[config.mk]
export PLATFORM = sky130hd
export DESIGN_NAME = vfu_wr_inv_tracker_flat
export DESIGN_NICKNAME = d
export VERILOG_FILES = /design/src/rtl/vfu_wr_inv_tracker_pkg.sv /design/src/rtl/vfu_wr_inv_tracker_if.sv /design/src/rtl/vfu_wr_inv_tracker_span_fifo.sv /design/src/rtl/vfu_wr_inv_tracker.sv /design/src/flat_wrapper.sv
export SDC_FILE = /design/constraint.sdc
export NUM_CORES = 1
export LEC_CHECK = 0
export ABC_AREA = 1
export CAP_MARGIN = 20
export CELL_PAD_IN_SITES_DETAIL_PLACEMENT = 1
export CELL_PAD_IN_SITES_GLOBAL_PLACEMENT = 1
export CORE_MARGIN = 5
export CORE_UTILIZATION = 45
export DETAILED_ROUTE_END_ITERATION = 12
export DONT_BUFFER_PORTS = 1
export PLACE_DENSITY = 0.78
export SLEW_MARGIN = 10
export SYNTH_ARGS = -nofsm -noshare
export SYNTH_HDL_FRONTEND = slang
export SYNTH_SLANG_ARGS = --single-unit
[constraint.sdc]
create_clock -name clk -period 10.4 [get_ports clk]
set_clock_uncertainty 0.05 [all_clocks]
set_input_delay 0 -clock clk [delete_from_list [all_inputs] [get_ports clk]]
set_output_delay 0 -clock clk [all_outputs]
set_load 0.03 [all_outputs]
[src/rtl/vfu_wr_inv_tracker_pkg.sv]
// rtl/vfu_wr_inv_tracker_pkg.sv - shared types and line-span helper for the VFU write invalidation tracker
package vfu_wr_inv_tracker_pkg;

    localparam int VFU_ADDR_W           = 32;
    localparam int VFU_ID_W             = 6;
    localparam int VFU_LINE_BYTES       = 32;
    localparam int VFU_BURST_FIFO_DEPTH = 4;
    localparam int VFU_CNT_W            = 4;
    localparam int VFU_SPAN_W           = VFU_ADDR_W + 1;

    typedef enum logic [1:0] {
        VFU_BURST_FIXED = 2'b00,
        VFU_BURST_INCR  = 2'b01,
        VFU_BURST_WRAP  = 2'b10,
        VFU_BURST_RSVD  = 2'b11
    } vfu_burst_e;

    typedef enum logic {
        WALK_IDLE,
        WALK_ISSUE
    } vfu_walk_state_e;

    typedef struct packed {
        logic [VFU_ADDR_W-1:0] first_line;
        logic [VFU_ADDR_W-1:0] last_line;
    } vfu_line_span_t;

    // The end address is computed one bit wider so a burst running off the top
    // of the address space clamps to the highest line instead of wrapping to 0.
    function automatic vfu_line_span_t vfu_calc_span(
        input logic [VFU_ADDR_W-1:0] addr,
        input logic [7:0]            len,
        input logic [2:0]            size,
        input logic [1:0]            burst,
        input logic [VFU_ADDR_W-1:0] line_mask
    );
        logic [15:0]           bytes;
        logic [15:0]           beat;
        logic [VFU_ADDR_W-1:0] start;
        logic [VFU_SPAN_W-1:0] end_x;
        vfu_line_span_t        span;
        bytes = (16'(len) + 16'd1) << size;
        beat  = 16'd1 << size;
        start = addr;
        end_x = {1'b0, addr} + VFU_SPAN_W'(bytes) - VFU_SPAN_W'(1);
        case (vfu_burst_e'(burst))
            VFU_BURST_FIXED: end_x = {1'b0, addr} + VFU_SPAN_W'(beat) - VFU_SPAN_W'(1);
            VFU_BURST_WRAP: begin
                start = addr & ~VFU_ADDR_W'(bytes - 16'd1);
                end_x = {1'b0, start} + VFU_SPAN_W'(bytes) - VFU_SPAN_W'(1);
            end
            default: ;
        endcase
        span.first_line = start & ~line_mask;
        span.last_line  = end_x[VFU_ADDR_W] ? ~line_mask
                                            : (end_x[VFU_ADDR_W-1:0] & ~line_mask);
        return span;
    endfunction

endpackage

[src/rtl/vfu_wr_inv_tracker_if.sv]
// rtl/vfu_wr_inv_tracker_if.sv - AW/B snoop and invalidation handshake bundle
interface vfu_wr_inv_tracker_if #(
    parameter int ADDR_W = vfu_wr_inv_tracker_pkg::VFU_ADDR_W,
    parameter int ID_W   = vfu_wr_inv_tracker_pkg::VFU_ID_W
);
    logic              s_awvalid;
    logic              s_awready;
    logic [ADDR_W-1:0] s_awaddr;
    logic [7:0]        s_awlen;
    logic [2:0]        s_awsize;
    logic [1:0]        s_awburst;
    logic              m_awvalid;
    logic              m_awready;
    logic              m_bvalid;
    logic              m_bready;
    logic [ID_W-1:0]   m_bid;
    logic [1:0]        m_bresp;
    logic              s_bvalid;
    logic              s_bready;
    logic [ID_W-1:0]   s_bid;
    logic [1:0]        s_bresp;
    logic              inv_valid;
    logic [ADDR_W-1:0] inv_addr;
    logic              inv_ack;

    modport slave (
        input  s_awvalid, s_awaddr, s_awlen, s_awsize, s_awburst,
        input  m_awready, m_bvalid, m_bid, m_bresp, s_bready, inv_ack,
        output s_awready, m_awvalid, m_bready, s_bvalid, s_bid, s_bresp,
        output inv_valid, inv_addr
    );

    modport master (
        output s_awvalid, s_awaddr, s_awlen, s_awsize, s_awburst,
        output m_awready, m_bvalid, m_bid, m_bresp, s_bready, inv_ack,
        input  s_awready, m_awvalid, m_bready, s_bvalid, s_bid, s_bresp,
        input  inv_valid, inv_addr
    );
endinterface

[src/rtl/vfu_wr_inv_tracker_span_fifo.sv]
// rtl/vfu_wr_inv_tracker_span_fifo.sv - sync FIFO of line spans with async reset
module vfu_wr_inv_tracker_span_fifo
    import vfu_wr_inv_tracker_pkg::*;
#(
    parameter int DEPTH = VFU_BURST_FIFO_DEPTH
) (
    input  logic           clk,
    input  logic           rst,
    input  logic           push_i,
    input  vfu_line_span_t push_data_i,
    input  logic           pop_i,
    output vfu_line_span_t pop_data_o,
    output logic           full_o,
    output logic           empty_o
);
    localparam int              PTR_W      = $clog2(DEPTH);
    localparam logic [PTR_W:0]  COUNT_FULL = (PTR_W + 1)'(DEPTH);
    localparam logic [PTR_W:0]  COUNT_ONE  = (PTR_W + 1)'(1);
    localparam logic [PTR_W-1:0] PTR_ONE   = PTR_W'(1);

    vfu_line_span_t   mem_q [DEPTH];
    logic [PTR_W-1:0] wr_ptr_q, rd_ptr_q;
    logic [PTR_W:0]   count_q, count_d;
    logic             do_push, do_pop;

    assign full_o     = (count_q == COUNT_FULL);
    assign empty_o    = (count_q == '0);
    assign pop_data_o = mem_q[rd_ptr_q];

    // A pop frees the slot first, so a simultaneous push is legal when full.
    assign do_pop  = pop_i & ~empty_o;
    assign do_push = push_i & (~full_o | do_pop);

    always_comb begin
        count_d = count_q;
        if (do_push && !do_pop) begin
            count_d = count_q + COUNT_ONE;
        end else if (do_pop && !do_push) begin
            count_d = count_q - COUNT_ONE;
        end
    end

    always_ff @(posedge clk or posedge rst) begin
        if (rst) begin
            wr_ptr_q <= '0;
            rd_ptr_q <= '0;
            count_q  <= '0;
        end else begin
            count_q <= count_d;
            if (do_push) wr_ptr_q <= wr_ptr_q + PTR_ONE;
            if (do_pop)  rd_ptr_q <= rd_ptr_q + PTR_ONE;
        end
    end

    always_ff @(posedge clk) begin
        if (do_push) mem_q[wr_ptr_q] <= push_data_i;
    end

endmodule

[src/rtl/vfu_wr_inv_tracker.sv]
// rtl/vfu_wr_inv_tracker.sv - per-line dcache invalidation for VFU write bursts, gating B until done
module vfu_wr_inv_tracker
    import vfu_wr_inv_tracker_pkg::*;
#(
    parameter int LINE_BYTES       = VFU_LINE_BYTES,
    parameter int BURST_FIFO_DEPTH = VFU_BURST_FIFO_DEPTH,
    parameter int CNT_W            = VFU_CNT_W
) (
    input  logic                clk,
    input  logic                rst,
    vfu_wr_inv_tracker_if.slave bus,
    output logic                busy
);
    localparam logic [VFU_ADDR_W-1:0] LINE_MASK = VFU_ADDR_W'(LINE_BYTES - 1);
    localparam logic [VFU_ADDR_W-1:0] LINE_STEP = VFU_ADDR_W'(LINE_BYTES);
    localparam logic [CNT_W-1:0]      CRED_ONE  = CNT_W'(1);

    logic            fifo_full, fifo_empty, fifo_push, fifo_pop;
    vfu_line_span_t  push_span, head_span;

    vfu_walk_state_e state_q;
    logic [VFU_ADDR_W-1:0] cur_q, last_q;
    logic            inv_valid_q;
    logic [CNT_W-1:0] credits_q, credits_d;
    logic            credit_avail, credit_sat, at_last, complete, b_hs;

    assign bus.m_awvalid = bus.s_awvalid & ~fifo_full;
    assign bus.s_awready = bus.m_awready & ~fifo_full;
    assign fifo_push     = bus.s_awvalid & bus.m_awready & ~fifo_full;
    assign push_span     = vfu_calc_span(bus.s_awaddr, bus.s_awlen, bus.s_awsize,
                                         bus.s_awburst, LINE_MASK);
    assign fifo_pop      = (state_q == WALK_IDLE) & ~fifo_empty;

    vfu_wr_inv_tracker_span_fifo #(
        .DEPTH(BURST_FIFO_DEPTH)
    ) u_span_fifo (
        .clk        (clk),
        .rst        (rst),
        .push_i     (fifo_push),
        .push_data_i(push_span),
        .pop_i      (fifo_pop),
        .pop_data_o (head_span),
        .full_o     (fifo_full),
        .empty_o    (fifo_empty)
    );

    assign credit_avail = (credits_q != '0);
    assign credit_sat   = &credits_q;
    assign at_last      = (cur_q == last_q);
    // A saturated counter cannot record another completion, so the walker waits.
    assign complete     = (state_q == WALK_ISSUE) & bus.inv_ack & at_last & ~credit_sat;
    assign b_hs         = bus.m_bvalid & bus.s_bready & credit_avail;

    always_comb begin
        credits_d = credits_q;
        if (complete && !b_hs) begin
            credits_d = credits_q + CRED_ONE;
        end else if (b_hs && !complete) begin
            credits_d = credits_q - CRED_ONE;
        end
    end

    always_ff @(posedge clk or posedge rst) begin
        if (rst) begin
            state_q     <= WALK_IDLE;
            cur_q       <= '0;
            last_q      <= '0;
            inv_valid_q <= 1'b0;
            credits_q   <= '0;
        end else begin
            credits_q <= credits_d;
            case (state_q)
                WALK_IDLE: begin
                    if (!fifo_empty) begin
                        cur_q       <= head_span.first_line;
                        last_q      <= head_span.last_line;
                        inv_valid_q <= 1'b1;
                        state_q     <= WALK_ISSUE;
                    end
                end
                WALK_ISSUE: begin
                    if (complete) begin
                        inv_valid_q <= 1'b0;
                        state_q     <= WALK_IDLE;
                    end else if (bus.inv_ack && !at_last) begin
                        cur_q <= cur_q + LINE_STEP;
                    end
                end
                default: state_q <= WALK_IDLE;
            endcase
        end
    end

    assign bus.inv_valid = inv_valid_q;
    assign bus.inv_addr  = cur_q;
    assign bus.s_bvalid  = bus.m_bvalid & credit_avail;
    assign bus.m_bready  = bus.s_bready & credit_avail;
    assign bus.s_bid     = bus.m_bid;
    assign bus.s_bresp   = bus.m_bresp;
    assign busy          = ~fifo_empty | (state_q != WALK_IDLE) | credit_avail;

endmodule

[src/flat_wrapper.sv]
// flat-port wrapper written by rule: the top's interface ports become plain ports
module vfu_wr_inv_tracker_flat import vfu_wr_inv_tracker_pkg::*;
#(
    parameter int LINE_BYTES       = VFU_LINE_BYTES,
    parameter int BURST_FIFO_DEPTH = VFU_BURST_FIFO_DEPTH,
    parameter int CNT_W            = VFU_CNT_W
)
  (clk, rst, busy, bus_s_awvalid, bus_s_awaddr, bus_s_awlen, bus_s_awsize, bus_s_awburst, bus_m_awready, bus_m_bvalid, bus_m_bid, bus_m_bresp, bus_s_bready, bus_inv_ack, bus_s_awready, bus_m_awvalid, bus_m_bready, bus_s_bvalid, bus_s_bid, bus_s_bresp, bus_inv_valid, bus_inv_addr);
  vfu_wr_inv_tracker_if #(.ADDR_W(32), .ID_W(6)) bus_i ();
  input  logic clk;
  input  logic rst;
  output logic busy;
  input wire logic [$bits(bus_i.s_awvalid)-1:0] bus_s_awvalid;
  input wire logic [$bits(bus_i.s_awaddr)-1:0] bus_s_awaddr;
  input wire logic [$bits(bus_i.s_awlen)-1:0] bus_s_awlen;
  input wire logic [$bits(bus_i.s_awsize)-1:0] bus_s_awsize;
  input wire logic [$bits(bus_i.s_awburst)-1:0] bus_s_awburst;
  input wire logic [$bits(bus_i.m_awready)-1:0] bus_m_awready;
  input wire logic [$bits(bus_i.m_bvalid)-1:0] bus_m_bvalid;
  input wire logic [$bits(bus_i.m_bid)-1:0] bus_m_bid;
  input wire logic [$bits(bus_i.m_bresp)-1:0] bus_m_bresp;
  input wire logic [$bits(bus_i.s_bready)-1:0] bus_s_bready;
  input wire logic [$bits(bus_i.inv_ack)-1:0] bus_inv_ack;
  output wire logic [$bits(bus_i.s_awready)-1:0] bus_s_awready;
  output wire logic [$bits(bus_i.m_awvalid)-1:0] bus_m_awvalid;
  output wire logic [$bits(bus_i.m_bready)-1:0] bus_m_bready;
  output wire logic [$bits(bus_i.s_bvalid)-1:0] bus_s_bvalid;
  output wire logic [$bits(bus_i.s_bid)-1:0] bus_s_bid;
  output wire logic [$bits(bus_i.s_bresp)-1:0] bus_s_bresp;
  output wire logic [$bits(bus_i.inv_valid)-1:0] bus_inv_valid;
  output wire logic [$bits(bus_i.inv_addr)-1:0] bus_inv_addr;
  assign bus_i.s_awvalid = bus_s_awvalid;
  assign bus_i.s_awaddr = bus_s_awaddr;
  assign bus_i.s_awlen = bus_s_awlen;
  assign bus_i.s_awsize = bus_s_awsize;
  assign bus_i.s_awburst = bus_s_awburst;
  assign bus_i.m_awready = bus_m_awready;
  assign bus_i.m_bvalid = bus_m_bvalid;
  assign bus_i.m_bid = bus_m_bid;
  assign bus_i.m_bresp = bus_m_bresp;
  assign bus_i.s_bready = bus_s_bready;
  assign bus_i.inv_ack = bus_inv_ack;
  assign bus_s_awready = bus_i.s_awready;
  assign bus_m_awvalid = bus_i.m_awvalid;
  assign bus_m_bready = bus_i.m_bready;
  assign bus_s_bvalid = bus_i.s_bvalid;
  assign bus_s_bid = bus_i.s_bid;
  assign bus_s_bresp = bus_i.s_bresp;
  assign bus_inv_valid = bus_i.inv_valid;
  assign bus_inv_addr = bus_i.inv_addr;
  vfu_wr_inv_tracker #(.LINE_BYTES(LINE_BYTES), .BURST_FIFO_DEPTH(BURST_FIFO_DEPTH), .CNT_W(CNT_W)) u_core (.clk(clk), .rst(rst), .bus(bus_i), .busy(busy));
endmodule
==> qor.yml, run 1 <==
p_per_area_nw_per_um2: 170
async_reset_ff_share_pct: 23.7
holdCritPathClass: "in -> reg"
grt_overflow_total: 0
clk_path_buf_depth: 3
status: "completed"
synth_seq_area_share_pct: 40.6
crit_path_start_kind: "primary input"
yosysWarningCount: 0
finalHoldViolCount: 0
synth_top_family_by_area: "simple AND/OR/NAND/NOR gates"
clock-sinks: 283
synth_ff_type: "edfxtp_1"
fmax_ghz: 0.234
core_um2: 44200
finalMaxSlewViolations: 0
grt_max_degree: 70
drt_iter0_drc: 1357
final_antenna_net_count: 0
crit_required_ps: 10560
maxCapViolCount: 0
grtUsageMet1_pct: 35.4
post-place-ws_ps: 5660
clkLatencyLatePin_ps: 540
busiest_layer: "met2"
regToRegSetupSlack_ps: 6450
setup_viol: 0
die_area_um2: 49000
synth_edf_count: 216
ys_types: 59
avgRoutedWirePerCell_um: 22.6
globalplace.congestion: 0.970
ios: 106
ir_worst_vdd_mv: 0.127
synthXorXnorAreaFrac_pct: 2.53
arrival_ps: 4420
critPathBufInv: 6
clk_pin_slew_ps: 70
synth_mux_area_share_pct: 0.0560
track_usage_pct: 28.5
nets: 2759
grt_first_pass_wirelength_mm: 111
p_leak_uw: 0.00937
tightest_slew_ps: 948
drc: 0
fin_crit_ps: 4270
cts_tree: "done"
slew_headroom_pct: 36.4
die_h_um: 221
rsz0062_at_grt: "false"
synth-seq-cells: 283
fin_crit_sh_pct: 41.0
layout_common_cells: "530 x nand2_1, 332 x nor2_1, 306 x inv_1"
fin_ws_ps: 6130
area_growth_syn_to_layout_pct: 8.95
htreeDepth: 1
path_max_fanout: 27
cpMaxStageDelayCell: "ha_1"
cts_setup_buffers: 0
synth_compound_area_share_pct: 15.1
synthesis.instances: 2597
tns_ps: 0
synth_area_per_cell_um2: 7.74
dp_hpwl_mm: 55.0
placed_cell_area_um2: 20500
path_class: "in -> reg"
fin_area_um2: 21900
initial_core_util_pct: 45.4
rows: 77
path_common_cell: "nand2_2"
synth_simple_gate_area_share_pct: 26.7
cp-end-kind: "flop"
grt_use_met3_pct: 2.72
antenna_found_initial: 0
vias: 18602
grt_pass1_vias: 19287
synthAdderAreaFrac_pct: 6.55
crit_path_max_incr_delay_ps: 470
die_w_um: 221
avgViaCountPerCell: 5.80
port_buffers: 0
firstDrtPassIters: 5
cts_root_buf: "clkbuf_16"
final_common_cell: "nand2_1"
synth_area_um2: 20100
numCtsBuffers: 26
critPathTopFamily: "simple AND/OR/NAND/NOR gates"
grt_use_met2_pct: 52.1
n_antenna_cell: 0
drt_wl_total_mm: 72.5
drive_gt1_share_pct: 7.11
report_power, final:
part / leakage [uW] / internal (uW) / switching, uW
registers: 0.00272 / 1400 / 180
logic: 0.00620 / 337 / 759
clock network: 0.000459 / 622 / 419
total: 0.00937 / 2360 / 1360
routing by layer:
| layer | wire, um | up-vias |
|---|---|---|
| met5 | 0 | - |
| met4 | 2530 | 0 |
| met3 | 2930 | 139 |
| met2 | 36600 | 477 |
| met1 | 30400 | 9242 |
| li1 | - | 8744 |
cell usage after synthesis, types with 16 or more instances:
library cell	count	share of area [%]
buf_4	16	0.60
edfxtp_1	216	32
o22ai_1	29	0.90
o21ai_0	216	5.4
dfrtp_1	67	8.3
inv_1	307	5.7
nand2_1	530	9.9
nor3_1	25	0.62
a21o_1	22	0.82
nand4_1	27	0.84
nand3_2	36	1.8
a21oi_1	168	4.2
a31oi_1	44	1.4
xor2_1	26	1.1
nand3_1	151	3.8
nand2_2	24	0.75
clkbuf_1	56	1.0
nor2_1	337	6.3
xnor2_1	32	1.4
ha_1	102	6.3
per-stage QoR:
step	hold WS [ps]	instances	utilization, %	power, uW
after floorplan	81.7	2601	-	2310
after global routing	69.9	3207	49.5	3900
after CTS	22.9	3206	49.5	3720
final	71.8	3207	49.5	3720
after detailed placement	-49.8	3118	46.4	2660
after global placement	-49.8	3118	46.4	2610
kinds of logic after synthesis:
kind of cell    after synthesis
simple gates               1197
compound gates              540
buf+inv                     413
flops                       283
fa+ha+maj                   104
xor+xnor                     58
other cells                   1
mux                           1
cell type report:
class                      instances  area, um2
sequential                       283       8160
inverter                         320       1200
timing repair buffer              59        551
fill                            5452      22300
clock inverter                    16        219
tap                              592        741
clock buffer                      32        724
multi-input combinational       1905      10300
flip-flops by register name, indices dropped and copies added (netlist names):
signal                       flops
u_core.u_span_fifo.mem_q       216
u_core.bus.inv_addr             27
u_core.last_q                   27
u_core.credits_q                 4
u_core.u_span_fifo.count_q       3
u_core.u_span_fifo.rd_ptr_q      2
u_core.u_span_fifo.wr_ptr_q      2
u_core.bus.inv_valid             1
u_core.state_q                   1
what timing repair did:
| item | in CTS | in global routing |
|---|---|---|
| resized for setup | 0 | 0 |
| setup endpoints to repair | 0 | 0 |
| hold buffers | 40 | 0 |
| hold endpoints to repair | 269 | 0 |
worst paths after layout:
path	cells past startpoint	end	start
worst max-delay path	28	u_core.u_span_fifo.mem_q[2][5]	bus_s_awlen[0]
worst min-delay path	4	u_core.u_span_fifo.mem_q[0][39]	bus_s_awsize[2]
worst max register to register	9	u_core.u_span_fifo.count_q[2]	u_core.state_q
worst min register to register	2	u_core.last_q[13]	u_core.last_q[13]
max in group asynchronous	3	u_core.u_span_fifo.rd_ptr_q[0]	rst
min in group asynchronous	3	u_core.u_span_fifo.count_q[1]	rst
worst reg2reg max path, stage by stage, from the launching register on:
cell and delay (ps):
dfrtp_1 340, buf_4 430, clkinv_1 900, nand2_1 980, ha_1 270, inv_1 70
fa_1 380, a21oi_1 150, o21ai_0 110, xor2_1 150
No activity file was read; power rests on OpenSTA's default activity.
==> run 2, diff against run 1 <==
--- a/config.mk
+++ b/config.mk
@@ -5,7 +5,7 @@
 export SDC_FILE = /design/constraint.sdc
 export NUM_CORES = 1
 export LEC_CHECK = 0
-export ABC_AREA = 1
+export ABC_AREA = 0
 export CAP_MARGIN = 20
 export CELL_PAD_IN_SITES_DETAIL_PLACEMENT = 1
 export CELL_PAD_IN_SITES_GLOBAL_PLACEMENT = 1
@@ -13,7 +13,7 @@
 export CORE_UTILIZATION = 45
 export DETAILED_ROUTE_END_ITERATION = 12
 export DONT_BUFFER_PORTS = 1
-export PLACE_DENSITY = 0.78
+export PLACE_DENSITY = 0.77
 export SLEW_MARGIN = 10
 export SYNTH_ARGS = -nofsm -noshare
 export SYNTH_HDL_FRONTEND = slang
==> constraint.sdc (replaced) <==
create_clock -name clk -period 3.7 [get_ports clk]
set_clock_uncertainty 0.05 [all_clocks]
set_input_delay 0 -clock clk [delete_from_list [all_inputs] [get_ports clk]]
set_output_delay 0 -clock clk [all_outputs]
set_load 0.03 [all_outputs]
==> qor.yml, run 2 <==
multi_input_area_um2: 9360  # -9.1%
nets: 2127  # -23%
regMostFlops: "u_core.u_span_fifo.mem_q"
synth_area_per_cell_um2: 10.4  # +34%
synth-seq-cells: 283  # unchanged
hold_end: "u_core.u_span_fifo.mem_q[2][22]"
fin_ws_ps: -1490  # -7620 ps
status: "finished, violations left"
finalMaxSlewViolations: 0  # unchanged
n_fill_cell: 4274  # -22%
final_antenna_net_count: 0  # unchanged
drt_iter0_drc: 1205  # -11%
die_area_um2: 43700  # -11%
synthesis.instances: 1715  # -34%
grt_overflow_total: 0  # unchanged
numCtsBuffers: 26  # unchanged
cp-end-kind: "flop"
cts_tree: "done"
grt_pass1_vias: 16054  # -17%
drc: 0  # unchanged
clkLatencyLatePin_ps: 530  # about the same
globalplace.congestion: 0.906  # -6.6%
clock-sinks: 283  # unchanged
placed_cell_area_um2: 20200  # -1.8%
synthAdderAreaFrac_pct: 7.38  # +0.83 points
avgRoutedWirePerCell_um: 24.4  # +8.0%
synth_edf_count: 216  # unchanged
hold_start: "bus_s_awburst[0]"
dp_hpwl_mm: 41.6  # -25%
crit_path_start_kind: "primary input"
path_max_fanout: 14  # -48%
crit_required_ps: 3860  # -6700 ps
path_common_cell: "ha_4"
firstDrtPassIters: 5  # unchanged
worstReg2RegEnd: "u_core.credits_q[3]"
dp.cells: 2404  # -23%
synth_area_um2: 17800  # -11%
ios: 106  # unchanged
maxCapViolCount: 0  # unchanged
crit_path_max_incr_delay_ps: 500  # +30 ps
rows: 73  # -5.2%
synth_ff_type: "edfxtp_1"
synth_top_area_share_pct: 36.4  # +4.1 points
p_leak_uw: 0.00907  # -3.2%
fin_crit_sh_pct: 140
cpMaxStageDelayCell: "mux4_2"
core_um2: 39500  # -11%
synth_top_area_cell: "edfxtp_1"
largest_reg_flops: 216  # unchanged
holdCritPathClass: "in -> reg"
reg2regPathDepth: 14  # +5
synth.area.top_cells: "edfxtp_1 36%, dfrtp_1 9.4%, ha_1 7.2%, mux4_2 6.9%, nand2_1 4.8%"
layout_common_cells: "250 x buf_4, 222 x nand2_1, 216 x edfxtp_1"
clk_pin_slew_ps: 70  # about the same
tightest_slew_ps: 1010  # +65.7 ps
violations: "negative setup slack"
drt_wl_total_mm: 61.2  # -16%
area_growth_syn_to_layout_pct: 24.3
initial_core_util_pct: 45.2  # -0.24 points
async_reset_ff_share_pct: 23.7  # unchanged
finalHoldViolCount: 0  # unchanged
synth_compound_area_share_pct: 14.0  # -1.1 points
finalNonFillerCells: 2507  # -22%
ys_types: 84  # +42%
port_buffers: 0  # unchanged
final_common_cell: "buf_4"
htreeDepth: 1  # unchanged
synthXorXnorAreaFrac_pct: 4.71  # +2.2 points
die_w_um: 209  # -5.5%
vias: 15209  # -18%
synth_common_cells: "229 x nand2_1, 216 x edfxtp_1, 128 x a21oi_1"
fin_area_um2: 22200  # +1.3%
power_uw: 9970  # +170%
track_usage_pct: 26.8  # -1.7 points
rsz0062_at_grt: "true"
yosysWarningCount: 0  # unchanged
fin_hold_ws_ps: 4.99  # -66.8 ps
fin_crit_ps: 5190
regToRegSetupSlack_ps: 310  # -6140 ps
path_class: "in -> reg"
clk_path_buf_depth: 3  # unchanged
antenna_found_initial: 0  # unchanged
n_antenna_cell: 0  # unchanged
synth_top_family_by_area: "simple AND/OR/NAND/NOR gates"
synth_mux_area_share_pct: 8.10  # +8.0 points
die_h_um: 209  # -5.5%
fmax_ghz: 0.193
arrival_ps: 5350  # +930 ps
yosysMostFrequentCell: "nand2_1"
final-seq-area_um2: 8170  # about the same
slew_headroom_pct: 32.3  # -4.2 points
ir_worst_vdd_mv: 0.279  # +120%
synth_simple_gate_area_share_pct: 15.3  # -11 points
cts_root_buf: "clkbuf_16"
drive_gt1_share_pct: 23.1  # +16 points
synth_seq_area_share_pct: 45.8  # +5.1 points
grt_first_pass_wirelength_mm: 94.0  # -16%
avgViaCountPerCell: 6.07  # +4.6%
r2r_start: "u_core.bus.inv_addr[29]"
hold_path_depth: 3  # -1
setup_viol: 108  # +108
p_per_area_nw_per_um2: 450  # +170%
grt_max_degree: 60  # -14%
==> run 2: changes by cell type after synthesis, moves of 26 or more <==
cell | previous run | this run
inv_1 | 307 | 102
and2_1 | 1 | 27
nand3_2 | 36 | 0
a31oi_1 | 44 | 14
nor2_1 | 337 | 88
nand2_1 | 530 | 229
mux4_2 | 0 | 55
a21oi_1 | 168 | 128
nand3_1 | 151 | 53
o21ai_0 | 216 | 72
==> run 2: layer usage <==
layer,wire [um],global-route usage (%),vias to the layer above,share of wire (%)
li1,-,-,6804,-
met1,25900,36.6,7765,42
met2,30500,46.7,551,50
met3,3620,3.05,89,5.9
met4,1210,5.27,0,2.0
met5,0,0,-,0
==> run 2: final cells by class <==
cell class	count	share of cell area, %
multi-input combinational	1237	42.2
sequential	283	36.8
timing repair buffer	311	11.9
clock buffer	32	3.32
tap	525	2.96
inverter	104	1.76
clock inverter	15	1.02
==> run 2: timing repair <==
item	4_1_cts	5_1_grt
endpoints found under the setup margin	108	108
cloned	3	0
gates resized for setup	57	18
hold buffers	43	3
pin swaps	18	11
buffers inserted	5	2
hold endpoints to repair	249	82
==> run 2: cells by family after synthesis <==
group,Yosys count
other,1
XOR/XNOR,96
flip-flops,283
buffers and inverters,199
adder cells (fa/ha/maj),104
AO/OA/AOI/OAI,389
multiplexers,75
AND/OR/NAND/NOR,568
==> run 2: per-stage QoR <==
step,utilization [%],TNS (ps),setup WS (ps)
2_1_floorplan,-,-189350,-1790
3_3_place_gp,51.1,-203770,-1850
3_5_place_dp,51.1,-227880,-2050
4_1_cts,55.9,-142580,-1380
5_1_grt,56.2,-167070,-1630
6_report,56.2,-149390,-1490
==> run 2: power by group <==
part	internal [uW]	switching, uW	total [uW]	leakage, uW
clock	1830	1200	3030	0.000470
combinational	1260	1680	2930	0.00577
sequential	3840	170	4010	0.00283
total	6930	3050	9970	0.00907
==> run 2: worst max path at each step <==
stage	startpoint	endpoint	slack [ps]	cells after the start
after global placement	bus_s_awlen[0]	u_core.u_span_fifo.mem_q[0][18]	-1850	23
after CTS	bus_s_awlen[0]	u_core.u_span_fifo.mem_q[1][31]	-1380	28
after floorplan	bus_s_awlen[0]	u_core.u_span_fifo.mem_q[0][31]	-1790	25
after global routing	bus_s_awlen[0]	u_core.u_span_fifo.mem_q[1][7]	-1630	25
final	bus_s_awlen[0]	u_core.u_span_fifo.mem_q[1][31]	-1490	25
after detailed placement	bus_s_awlen[0]	u_core.u_span_fifo.mem_q[2][30]	-2050	27
==> run 2: worst max-delay path: cells and delay by family <==
family	cells	cell delay, ps
buffers and inverters	3	350
AND/OR/NAND/NOR	11	2510
adder cells (fa/ha/maj)	3	600
multiplexers	2	750
AO/OA/AOI/OAI	5	960
XOR/XNOR	1	160
==> run 3, diff against run 2 <==
--- a/config.mk
+++ b/config.mk
@@ -13,7 +13,7 @@
 export CORE_UTILIZATION = 45
 export DETAILED_ROUTE_END_ITERATION = 12
 export DONT_BUFFER_PORTS = 1
-export PLACE_DENSITY = 0.77
+export PLACE_DENSITY = 0.74
 export SLEW_MARGIN = 10
 export SYNTH_ARGS = -nofsm -noshare
 export SYNTH_HDL_FRONTEND = slang
==> constraint.sdc (replaced) <==
create_clock -name clk -period 5.95 [get_ports clk]
set_clock_uncertainty 0.05 [all_clocks]
set_input_delay 0 -clock clk [delete_from_list [all_inputs] [get_ports clk]]
set_output_delay 0 -clock clk [all_outputs]
set_load 0.03 [all_outputs]
==> qor.yml, run 3 (synthesis results as in run 2) <==
status: "completed"
rows: 73  # unchanged
n_antenna_cell: 0  # unchanged
p_per_area_nw_per_um2: 283  # -37%
crit_path_start_kind: "primary input"
tightest_slew_ps: 1120  # +110 ps
clkLatencyLatePin_ps: 530  # about the same
slew_headroom_pct: 24.8  # -7.4 points
area_growth_syn_to_layout_pct: 10.9
setup_viol: 0  # -100%
clock-sinks: 283  # unchanged
grt_overflow_total: 0  # unchanged
htreeDepth: 1  # unchanged
p_leak_uw: 0.00779  # -14%
power_uw: 5600  # -44%
drt_wl_total_mm: 51.6  # -16%
nets: 1904  # -10%
port_buffers: 0  # unchanged
cts_root_buf: "clkbuf_16"
core_um2: 39500  # unchanged
numCtsBuffers: 27  # +3.8%
fmax_ghz: 0.181
globalplace.congestion: 0.909  # +0.31%
drive_gt1_share_pct: 10.5  # -13 points
cts_tree: "done"
grt_first_pass_wirelength_mm: 81.2  # -14%
layout_common_cells: "229 x nand2_1, 216 x edfxtp_1, 128 x a21oi_1"
placed_cell_area_um2: 18400  # -8.7%
ir_worst_vdd_mv: 0.153  # -45%
crit_required_ps: 6080  # +2220 ps
antenna_found_initial: 0  # unchanged
vias: 13533  # -11%
arrival_ps: 5640  # +290 ps
grt_max_degree: 68  # +13%
cp-end-kind: "flop"
fin_crit_ps: 5510
rsz0062_at_grt: "false"
grt_pass1_vias: 14101  # -12%
avgRoutedWirePerCell_um: 22.6  # -7.5%
fin_area_um2: 19800  # -11%
initial_core_util_pct: 45.2  # unchanged
maxCapViolCount: 0  # unchanged
largest_reg_flops: 216  # unchanged
fin_crit_sh_pct: 92.6
drt_iter0_drc: 831  # -31%
die_w_um: 209  # unchanged
final_common_cell: "nand2_1"
regMostFlops: "u_core.u_span_fifo.mem_q"
firstDrtPassIters: 5  # unchanged
finalMaxSlewViolations: 0  # unchanged
n_fill_cell: 4339  # +1.5%
ios: 106  # unchanged
holdCritPathClass: "in -> reg"
die_area_um2: 43700  # unchanged
finalHoldViolCount: 0  # unchanged
path_max_fanout: 27  # +13
final_antenna_net_count: 0  # unchanged
path_class: "in -> reg"
avgViaCountPerCell: 5.93  # -2.3%
die_h_um: 209  # unchanged
cts_setup_buffers: 0  # -5
dp_hpwl_mm: 37.2  # -10%
track_usage_pct: 23.1  # -3.7 points
clk_path_buf_depth: 3  # unchanged
drc: 0  # unchanged
fin_hold_ws_ps: 34.7  # +29.7 ps
clk_pin_slew_ps: 60  # about the same
-- run 3: final cells by class --
class / instances / area (um2) / area share (%)
well taps: 525 / 657 / 3.32
multi-input cells: 1237 / 8870 / 44.9
flip-flops and latches: 283 / 8170 / 41.3
inverters: 104 / 390 / 1.97
repair buffers: 87 / 791 / 4.00
clock inverters: 14 / 170 / 0.861
clock buffers: 34 / 722 / 3.65
-- run 3: worst max-delay path, stage by stage --
cell and delay, ps:
ha_1 180, and3_1 220, a221oi_1 270, a211oi_1 110, mux4_2 490, or2_0 240, nand4b_1 190, or3_1 360
or3b_2 460, xor2_1 170, or2_2 310, ha_1 290, inv_1 40, ha_1 240, a211oi_1 240, nor2_1 100
o21a_1 200, o311ai_0 270, a21oi_1 160, a21o_1 230, and4_4 200, nor3_4 210, buf_12 230, o221ai_1 220
-- run 3: path summary, 6_finish.rpt --
path	from	endpoint	slack, ps	depth (start not counted)
max in group asynchronous	rst	u_core.u_span_fifo.rd_ptr_q[0]	5050	3
worst min register to register	u_core.last_q[9]	u_core.last_q[9]	450	2
min in group asynchronous	rst	u_core.u_span_fifo.count_q[0]	150	3
worst max-delay path	bus_s_awlen[0]	u_core.u_span_fifo.mem_q[1][16]	440	24
worst min-delay path	bus_s_awburst[0]	u_core.u_span_fifo.mem_q[0][23]	30	4
worst max register to register	u_core.bus.inv_addr[7]	u_core.credits_q[3]	1850	13
-- run 3: timing repair --
item,4_1_cts,5_1_grt
hold endpoints to repair,285,4
endpoints found under the setup margin,0,4
gates resized for setup,0,1
hold buffers,44,1
-- run 3: report_power, final --
| group | switching, uW | internal, uW | leakage, uW | total [uW] |
|---|---|---|---|---|
| Clock | 694 | 1030 | 0.000428 | 1720 |
| Combinational | 837 | 524 | 0.00454 | 1360 |
| Sequential | 125 | 2390 | 0.00283 | 2510 |
-- run 3: metal layers --
| layer | routed length [um] | vias to the layer above | track usage (%) |
|---|---|---|---|
| li1 | - | 6356 | - |
| met1 | 23200 | 6813 | 32.1 |
| met2 | 24700 | 311 | 38.7 |
| met3 | 2690 | 53 | 3.77 |
| met4 | 955 | 0 | 4.70 |
| met5 | 0 | - | 0 |
-- run 3: stage by stage --
stage | setup TNS [ps] | utilization, % | setup slack, ps | cells
final | 0 | 50.1 | 439 | 2284
after global placement | 0 | 46.7 | 95.9 | 2191
after floorplan | 0 | - | 10.2 | 1719
after CTS | 0 | 50.1 | 445 | 2283
after detailed placement | -1040 | 46.7 | -75.9 | 2191
after global routing | 0 | 50.1 | 1.95 | 2284
